`config.mk`:
```
export PLATFORM = sky130hd
export DESIGN_NAME = pc_fetch_ctrl
export DESIGN_NICKNAME = d
export VERILOG_FILES = /design/src/rtl/pc_fetch_ctrl.sv
export SDC_FILE = /design/constraint.sdc
export NUM_CORES = 1
export LEC_CHECK = 0
export CELL_PAD_IN_SITES_DETAIL_PLACEMENT = 0
export CELL_PAD_IN_SITES_GLOBAL_PLACEMENT = 1
export CORE_MARGIN = 2
export CORE_UTILIZATION = 30
export DETAILED_ROUTE_END_ITERATION = 7
export PLACE_DENSITY = 0.85
export RECOVER_POWER = 100
export SLEW_MARGIN = 0
export SYNTH_ARGS = -nofsm -noshare
export SYNTH_HDL_FRONTEND = slang
export SYNTH_SLANG_ARGS = --single-unit
```
`constraint.sdc`:
```
create_clock -name clk -period 2.1 [get_ports clk]
set_input_delay 0.21 -clock clk [delete_from_list [all_inputs] [get_ports clk]]
set_output_delay 0.21 -clock clk [all_outputs]
set_load 0.005 [all_outputs]
```
`src/rtl/pc_fetch_ctrl.sv`:
```
// Next-PC sequencing for the instruction-fetch PC register: redirect priority,
// stalled-branch buffering, fetch-address checking, flush and redirect counting.
module pc_fetch_ctrl #(
  parameter logic [31:0] RESET_PC   = 32'h0000_3000,
  parameter logic [31:0] HANDLER_PC = 32'h0000_4180,
  parameter logic [31:0] IM_BASE    = 32'h0000_3000,
  parameter logic [31:0] IM_TOP     = 32'h0000_6FFC
) (
  input  logic        clk,
  input  logic        reset,
  input  logic [31:0] pc,
  input  logic        stall,
  input  logic        br_valid,
  input  logic [31:0] br_target,
  input  logic        exc_req,
  input  logic        eret_req,
  input  logic [31:0] epc,
  output logic [31:0] next_pc,
  output logic        pc_en,
  output logic        cut,
  output logic        flush,
  output logic        pend,
  output logic        fetch_exc,
  output logic [15:0] redirect_cnt
);

  localparam int unsigned PC_W  = 32;
  localparam int unsigned CNT_W = 16;
  localparam logic [CNT_W-1:0] CNT_MAX = {CNT_W{1'b1}};

  typedef enum logic {
    RUN  = 1'b0,
    PEND = 1'b1
  } state_e;

  state_e            state_q, state_d;
  logic [PC_W-1:0]   pend_tgt_q, pend_tgt_d;
  logic              flush_q;
  logic [CNT_W-1:0]  cnt_q, cnt_d;
  logic              redir_c;
  logic              forced_c;

  assign forced_c = exc_req || eret_req;

  // State register
  always_ff @(posedge clk) begin
    if (reset) begin
      state_q <= RUN;
    end else begin
      state_q <= state_d;
    end
  end

  // Next-state logic; a forced redirect always discards any buffered branch
  always_comb begin
    state_d    = state_q;
    pend_tgt_d = pend_tgt_q;
    if (forced_c) begin
      state_d = RUN;
    end else begin
      case (state_q)
        RUN: begin
          if (br_valid && stall) begin
            state_d    = PEND;
            pend_tgt_d = br_target;
          end
        end
        PEND: begin
          if (!stall) begin
            state_d = RUN;
          end else if (br_valid) begin
            pend_tgt_d = br_target;
          end
        end
        default: state_d = RUN;
      endcase
    end
  end

  // Output logic: next-PC source selection by priority
  always_comb begin
    next_pc = PC_W'(pc + 32'd4);
    pc_en   = 1'b0;
    cut     = 1'b0;
    redir_c = 1'b0;
    if (reset) begin
      next_pc = RESET_PC;
    end else if (exc_req) begin
      next_pc = HANDLER_PC;
      cut     = 1'b1;
    end else if (eret_req) begin
      next_pc = epc;
      cut     = 1'b1;
    end else if (state_q == PEND && !stall) begin
      next_pc = pend_tgt_q;
      pc_en   = 1'b1;
      redir_c = 1'b1;
    end else if (br_valid && !stall) begin
      next_pc = br_target;
      pc_en   = 1'b1;
      redir_c = 1'b1;
    end else begin
      pc_en   = !stall;
    end
  end

  // Saturating count of applied redirects
  always_comb begin
    cnt_d = cnt_q;
    if ((cut || redir_c) && cnt_q != CNT_MAX) begin
      cnt_d = CNT_W'(cnt_q + 16'd1);
    end
  end

  always_ff @(posedge clk) begin
    if (reset) begin
      pend_tgt_q <= '0;
      flush_q    <= 1'b0;
      cnt_q      <= '0;
    end else begin
      pend_tgt_q <= pend_tgt_d;
      flush_q    <= cut;
      cnt_q      <= cnt_d;
    end
  end

  assign flush        = flush_q;
  assign pend         = (state_q == PEND);
  assign redirect_cnt = cnt_q;
  assign fetch_exc    = (pc[1:0] != 2'b00) || (pc < IM_BASE) || (pc > IM_TOP);

  // A new branch arriving as the buffered one is released is dropped
  a_no_dropped_branch : assert property (@(posedge clk) disable iff (reset)
    !(state_q == PEND && br_valid && !stall && !exc_req && !eret_req))
    else $error("pc_fetch_ctrl: branch dropped while releasing buffered target");

endmodule

```
======== Yosys cells after proc, flatten, opt, wreduce, memory -nomap -nowiden ========
Index checks and enable logic that the tools add are counted.
operators by class
  $add $sub $neg .......................... 2
  $lt $le $gt $ge ......................... 2
  eq/ne operators ......................... 4
  muxes and demuxes ....................... 25
  bitwise operators ....................... 2
  reductions and logical operators ........ 12
operator list
  cell                     count
  $mux W32                 8
  $pmux W32 S2             1
  $add A32 B3 Y32 const B  1
  $gt A32 B15 Y1 const B   1
  $lt A32 B14 Y1 const B   1
  $add A16 B1 Y16 const B  1
  $ne A16 B16 Y1 const B   1
  $mux W1                  15
  $ne A2 B2 Y1 const B     3
  $logic_and A1 B1 Y1      4
  $logic_or A1 B1 Y1       4
  $reduce_and A4 Y1        1
  $not A1 Y1               2
  $pmux W1 S2              1
  $reduce_bool A2 Y1       1
  $reduce_or A2 Y1         1
  $logic_not A1 Y1         1
storage, ports and cells
  bits in registers ....................... 50
  input port bits ......................... 102
  output and inout bits ................... 53
  word-level logic and storage cells ...... 51

======== Logic depth before layout (Yosys ltp) ========
  word-level depth ........................ 9
  depth in mapped cells ................... 7
  depth with buffers taken out ............ 6

======== Worst setup path before layout ========
OpenSTA, ideal clock, no wires.
  path kind ............................... register to register
  start point ............................. reg cnt_q[0], in the netlist redirect_cnt[0]
  end point ............................... reg cnt_q[9], in the netlist redirect_cnt[9]
  setup time .............................. 0.128 ns
  arrival time ............................ 1.712 ns
  data required time ...................... 1.972 ns
  path slack .............................. 0.260 ns
  cell stages (with the launch flop) ...... 8
  path buffers ............................ 1
  clock period less this slack ............ 1.840 ns
  path through ............................ dfxtp_1 -> ha_1 -> nand4_1 -> or4_1 -> clkbuf_1 -> nor3b_1 -> xnor2_1 -> nor2_1
on the way
  word-level cells in the longest chain between the ends .. 2
  elaborated cells on any way between the ends .. 3
  classes of those cells .................. 1 x add/sub; 1 x eq/ne; 1 x reduce/logical
ends and longest elaborated chain
  element                                                                  RTL line  RTL
  start: declaration                                                       39        logic [CNT_W-1:0] cnt_q, cnt_d;
  start signal: assignment                                                 123       cnt_q <= cnt_d;
  parallel branches: the longest is 2 deep, another holds $add A16 B1 Y16  n/a
Parallel ways; which one is timed is not known.
A chain may end at the register's enable or synchronous reset.

======== Worst setup path after layout ========
  start point ............................. in pc[3]
  end point ............................... out next_pc[31]
on the way
  word-level cells in the longest chain between the ends .. 6
ends and longest elaborated chain
  element             RTL line  RTL
  start: declaration  11        input logic [31:0] pc,
  $add A32 B3 Y32     82        next_pc = PC_W'(pc + 32'd4);
  $mux W32            98        end else if (br_valid && !stall) begin
  $mux W32            94        end else if (state_q == PEND && !stall) begin
  $mux W32            91        end else if (eret_req) begin
  $mux W32            88        end else if (exc_req) begin
  $mux W32            86        if (reset) begin
  end: declaration    18        output logic [31:0] next_pc,
No other way between the ends.

==> summary.md <==
| Metric | Value |
|---|---|
| Unique masters post-synth | 63 |
| Synth area leaders | dfxtp_1, nand2_1, a21oi_1 |
| Worst-case clock buffer depth | 2 |
| CTS tree | yes |
| Initial antenna violation count | 1 |
| Max incr delay on CP | between 200 and 300 ps |
| Die W | 117 um |
| Remaining DRCs | 0 |
| Vias per cell | 5.32 |
| Tot Pwr | 2.59 mW |
| Post-DR wirelength/cell | about 17 um |
| Post-synthesis instance area | 3800 um2 |
| Setup ws final | -82.2 ps |
| CP Max Fanout | 4 |
| Worst slew margin | 0.670 |
| Fin cells | slightly below 1,000 |
| Final wirelength | 16.8 mm |
| Post-synthesis compound-gate area fraction | 0.272 |
| Synth async-reset ratio | 0 |
| Routability congestion estimate | 0.915 |
| Critical path, cell by cell | buf_6 -> buf_6 -> nand4_1 -> buf_6 -> buf_6 -> nor4_4 -> buf_4 -> buf_6 -> nand4_1 -> xor2_2 -> o22ai_2 -> buf_2 |
| Largest net degree at the start of global routing | 42 |
| Top-count cell post-synth | nand2_1 |
| Initial core utilization | 0.304 |
| Worst slew pin tran | 494 ps |
| Area Growth Syn to Fin | 81.0% |
| Setup Crit Path Kind | primary input to output pin |
| CP Buf/Inv Count | 7 |
| Max-cap viol count | 0 |
| # IOs | 155 |
| Startpoint Class | primary input |
| Later-pin clock latency in the skew report | slightly below 300 ps |
| Post-synth EDFFs | 0 |
| Nets | 908 |
| Largest family of logic cells by synthesized area | simple AND/OR/NAND/NOR gates |
| Port bufs | between 150 and 200 |
| Min Tclk post-route | between 2000 and 2500 ps |
| RSZ-0062 raised after global routing | yes |
| Share of cells above drive strength 1 | 0.294 |
| Critical Path RT | ~1900 ps |
| Mapped Cells | about 550 |
| Failing checks | negative setup slack |
| Global Route Usage Sum | 0.233 |
| DIE HEIGHT | ~120 um |
| Critical Path End Type | output pin |
| Post-Route Setup TNS | -503 ps |
| Min-delay worst type | primary input to register |
| Drt first pass iters | 5 |
| Lkg Pwr | ~2.8 nW |
| Final setup vio count | 11 |
| Die area | 13,600 um2 |
| Adder-cell share of the synthesized area | 0.00658 |
| Post-placement cell count | around 940 |
| CTS H-tree lvls | 2 |
| Top post-synthesis cells by count | nand2_1, a21oi_1, dfxtp_1 |
| Worst reg2reg setup slack | around 90 ps |
| Status | finished with violations |
| Simple-gate area share of the yosys netlist | 0.328 |
| Worst R2R Path Depth | 7 |
| Iteration-0 DRC Markers | 410 |
| Peak supply drop | approximately 0.27 mV |
| Clock sink count | 50 |
| Root Driver | clkbuf_16 |
| CP max-delay cell | nor4_4 |
| Worst path depth | 12 |
| Power Density | about 380 nW/um2 |
| Pins Over Slew Limit | 0 |
| # rows | 41 |
| CTS Buf Count | 5 |
| Post-route ant nets | 0 |
| Vias in the first global route | 4,970 |
| Syn nets | 657 |
| Synth Area per Inst | 6.88 um2 |
| Ratio of final minimum period to clock period | 1.04 |
| Syn. warnings | 0 |
| Clock slew at reported path FFs | approximately 60 ps |
| Register area share after synthesis | 0.263 |
| Top-area cell type share of the netlist area | 0.263 |
| Worst path arrival time | around 2000 ps |
| Crit path max-delay family | buffers and inverters |
| Post-synthesis mux area share | 0.00263 |
| DP Wirelength | around 12 mm |
| Final Hold Fails | 0 |
| WHS Path Cells | 3 |
| Synth area leader | dfxtp_1 |
| Core Area | between 10,000 and 15,000 um2 |
| Max Freq | 458 MHz |
| Skew final | 8.43 ps |
| CP most frequent cell | buf_6 |
| First-pass GRT wire length | between 20 and 30 mm |
| Vias | 5,194 |
| Xor and xnor area share after synthesis | 0.0714 |
| #FFs+latches synth | 50 |
| Prevailing post-synth register cell | dfxtp_1 |
| Overflow after GRT | 0 |
## worst reg2reg max path, delay by kind of cell (launching register included)
kind            cells  cell delay (ps)
mux                 1              180
flops               1              400
buf+inv             2              410
compound gates      3              840
simple gates        1              120
## worst paths after layout
check | start | end
max | pc[3] | next_pc[31]
max reg2reg | pend$_SDFF_PP0_ | redirect_cnt[8]$_SDFFE_PP0P_
min | br_valid | pend$_SDFF_PP0_
min reg2reg | pend_tgt_q[0]$_SDFFE_PP0P_ | pend_tgt_q[0]$_SDFFE_PP0P_
## cell type report
type                       instances  area, um2
multi-input combinational        453       2990
clock buffer                       6        129
tap                              172        215
sequential                        50       1000
inverter                           9       33.8
timing repair buffer             285       2500
fill                            1204       5630
clock inverter                     1       7.51
antenna                            1       2.50
## report_power, final
part / internal (mW) / leakage, nW / switching (mW)
registers: 0.966 / 0.405 / 0.0100
clock network: 0.436 / 0.0629 / 0.342
logic: 0.442 / 2.32 / 0.390
## cell families (layout without fill, tap and decap cells)
group / count (synthesis) / after routing
buffers and inverters: 50 / 301
XOR/XNOR: 31 / 31
adder cells (fa/ha/maj): 2 / 2
AO/OA/AOI/OAI: 170 / 170
other: 0 / 1
AND/OR/NAND/NOR: 249 / 249
multiplexers: 1 / 1
flip-flops: 50 / 50
## through the flow
| step | instance area, um2 | hold WS [ps] | utilization | worst slack [ps] |
|---|---|---|---|---|
| 2_1_floorplan | 3800 | 346 | - | 260 |
| 3_5_place_dp | 6190 | 447 | 0.495 | -829 |
| 3_3_place_gp | 6190 | 442 | 0.495 | -801 |
| 4_1_cts | 6690 | 352 | 0.534 | -37.6 |
| 6_report | 6880 | 294 | 0.550 | -82.2 |
| 5_1_grt | 6880 | 314 | 0.550 | -195 |
## sequential cells by signal, indices dropped and copies added (netlist names)
signal / cells
pend_tgt_q: 32
flush: 1
pend: 1
redirect_cnt: 16
## layout by cell type (no fill, tap or decap), drive strengths merged, types with 6 or more instances in the layout
master,netlist,routed
o22ai,7,7
inv,9,9
nand2,108,108
buf,11,153
nor3,10,10
clkdlybuf4s15,0,10
dlygate4sd2,0,11
a221oi,7,7
xnor2,15,15
nand4,15,15
nor2b,7,7
nor2,42,42
nand3,25,25
o21ai,48,48
clkbuf,30,14
or3,6,6
dfxtp,50,50
a21oi,64,64
nor4,12,12
a22oi,6,6
dlygate4sd3,0,18
nor3b,7,7
clkdlybuf4s50,0,78
xor2,16,16
## what timing repair did
item | CTS | global route
endpoints found under the setup margin | 40 | 31
resized for setup | 200 | 61
hold buffers | 0 | 0
setup buffers | 22 | 4
pin swaps | 46 | 37
gates cloned | 0 | 0
## per-layer routing
| layer | track usage | vias to the layer above | share of wire |
|---|---|---|---|
| li1 | - | 2495 | - |
| met1 | 0.302 | 2458 | 0.42 |
| met2 | 0.398 | 208 | 0.49 |
| met3 | 0.0415 | 33 | 0.069 |
| met4 | 0.0659 | 0 | 0.022 |
| met5 | 0 | - | 0 |
No activity file was read; power rests on OpenSTA's default activity.
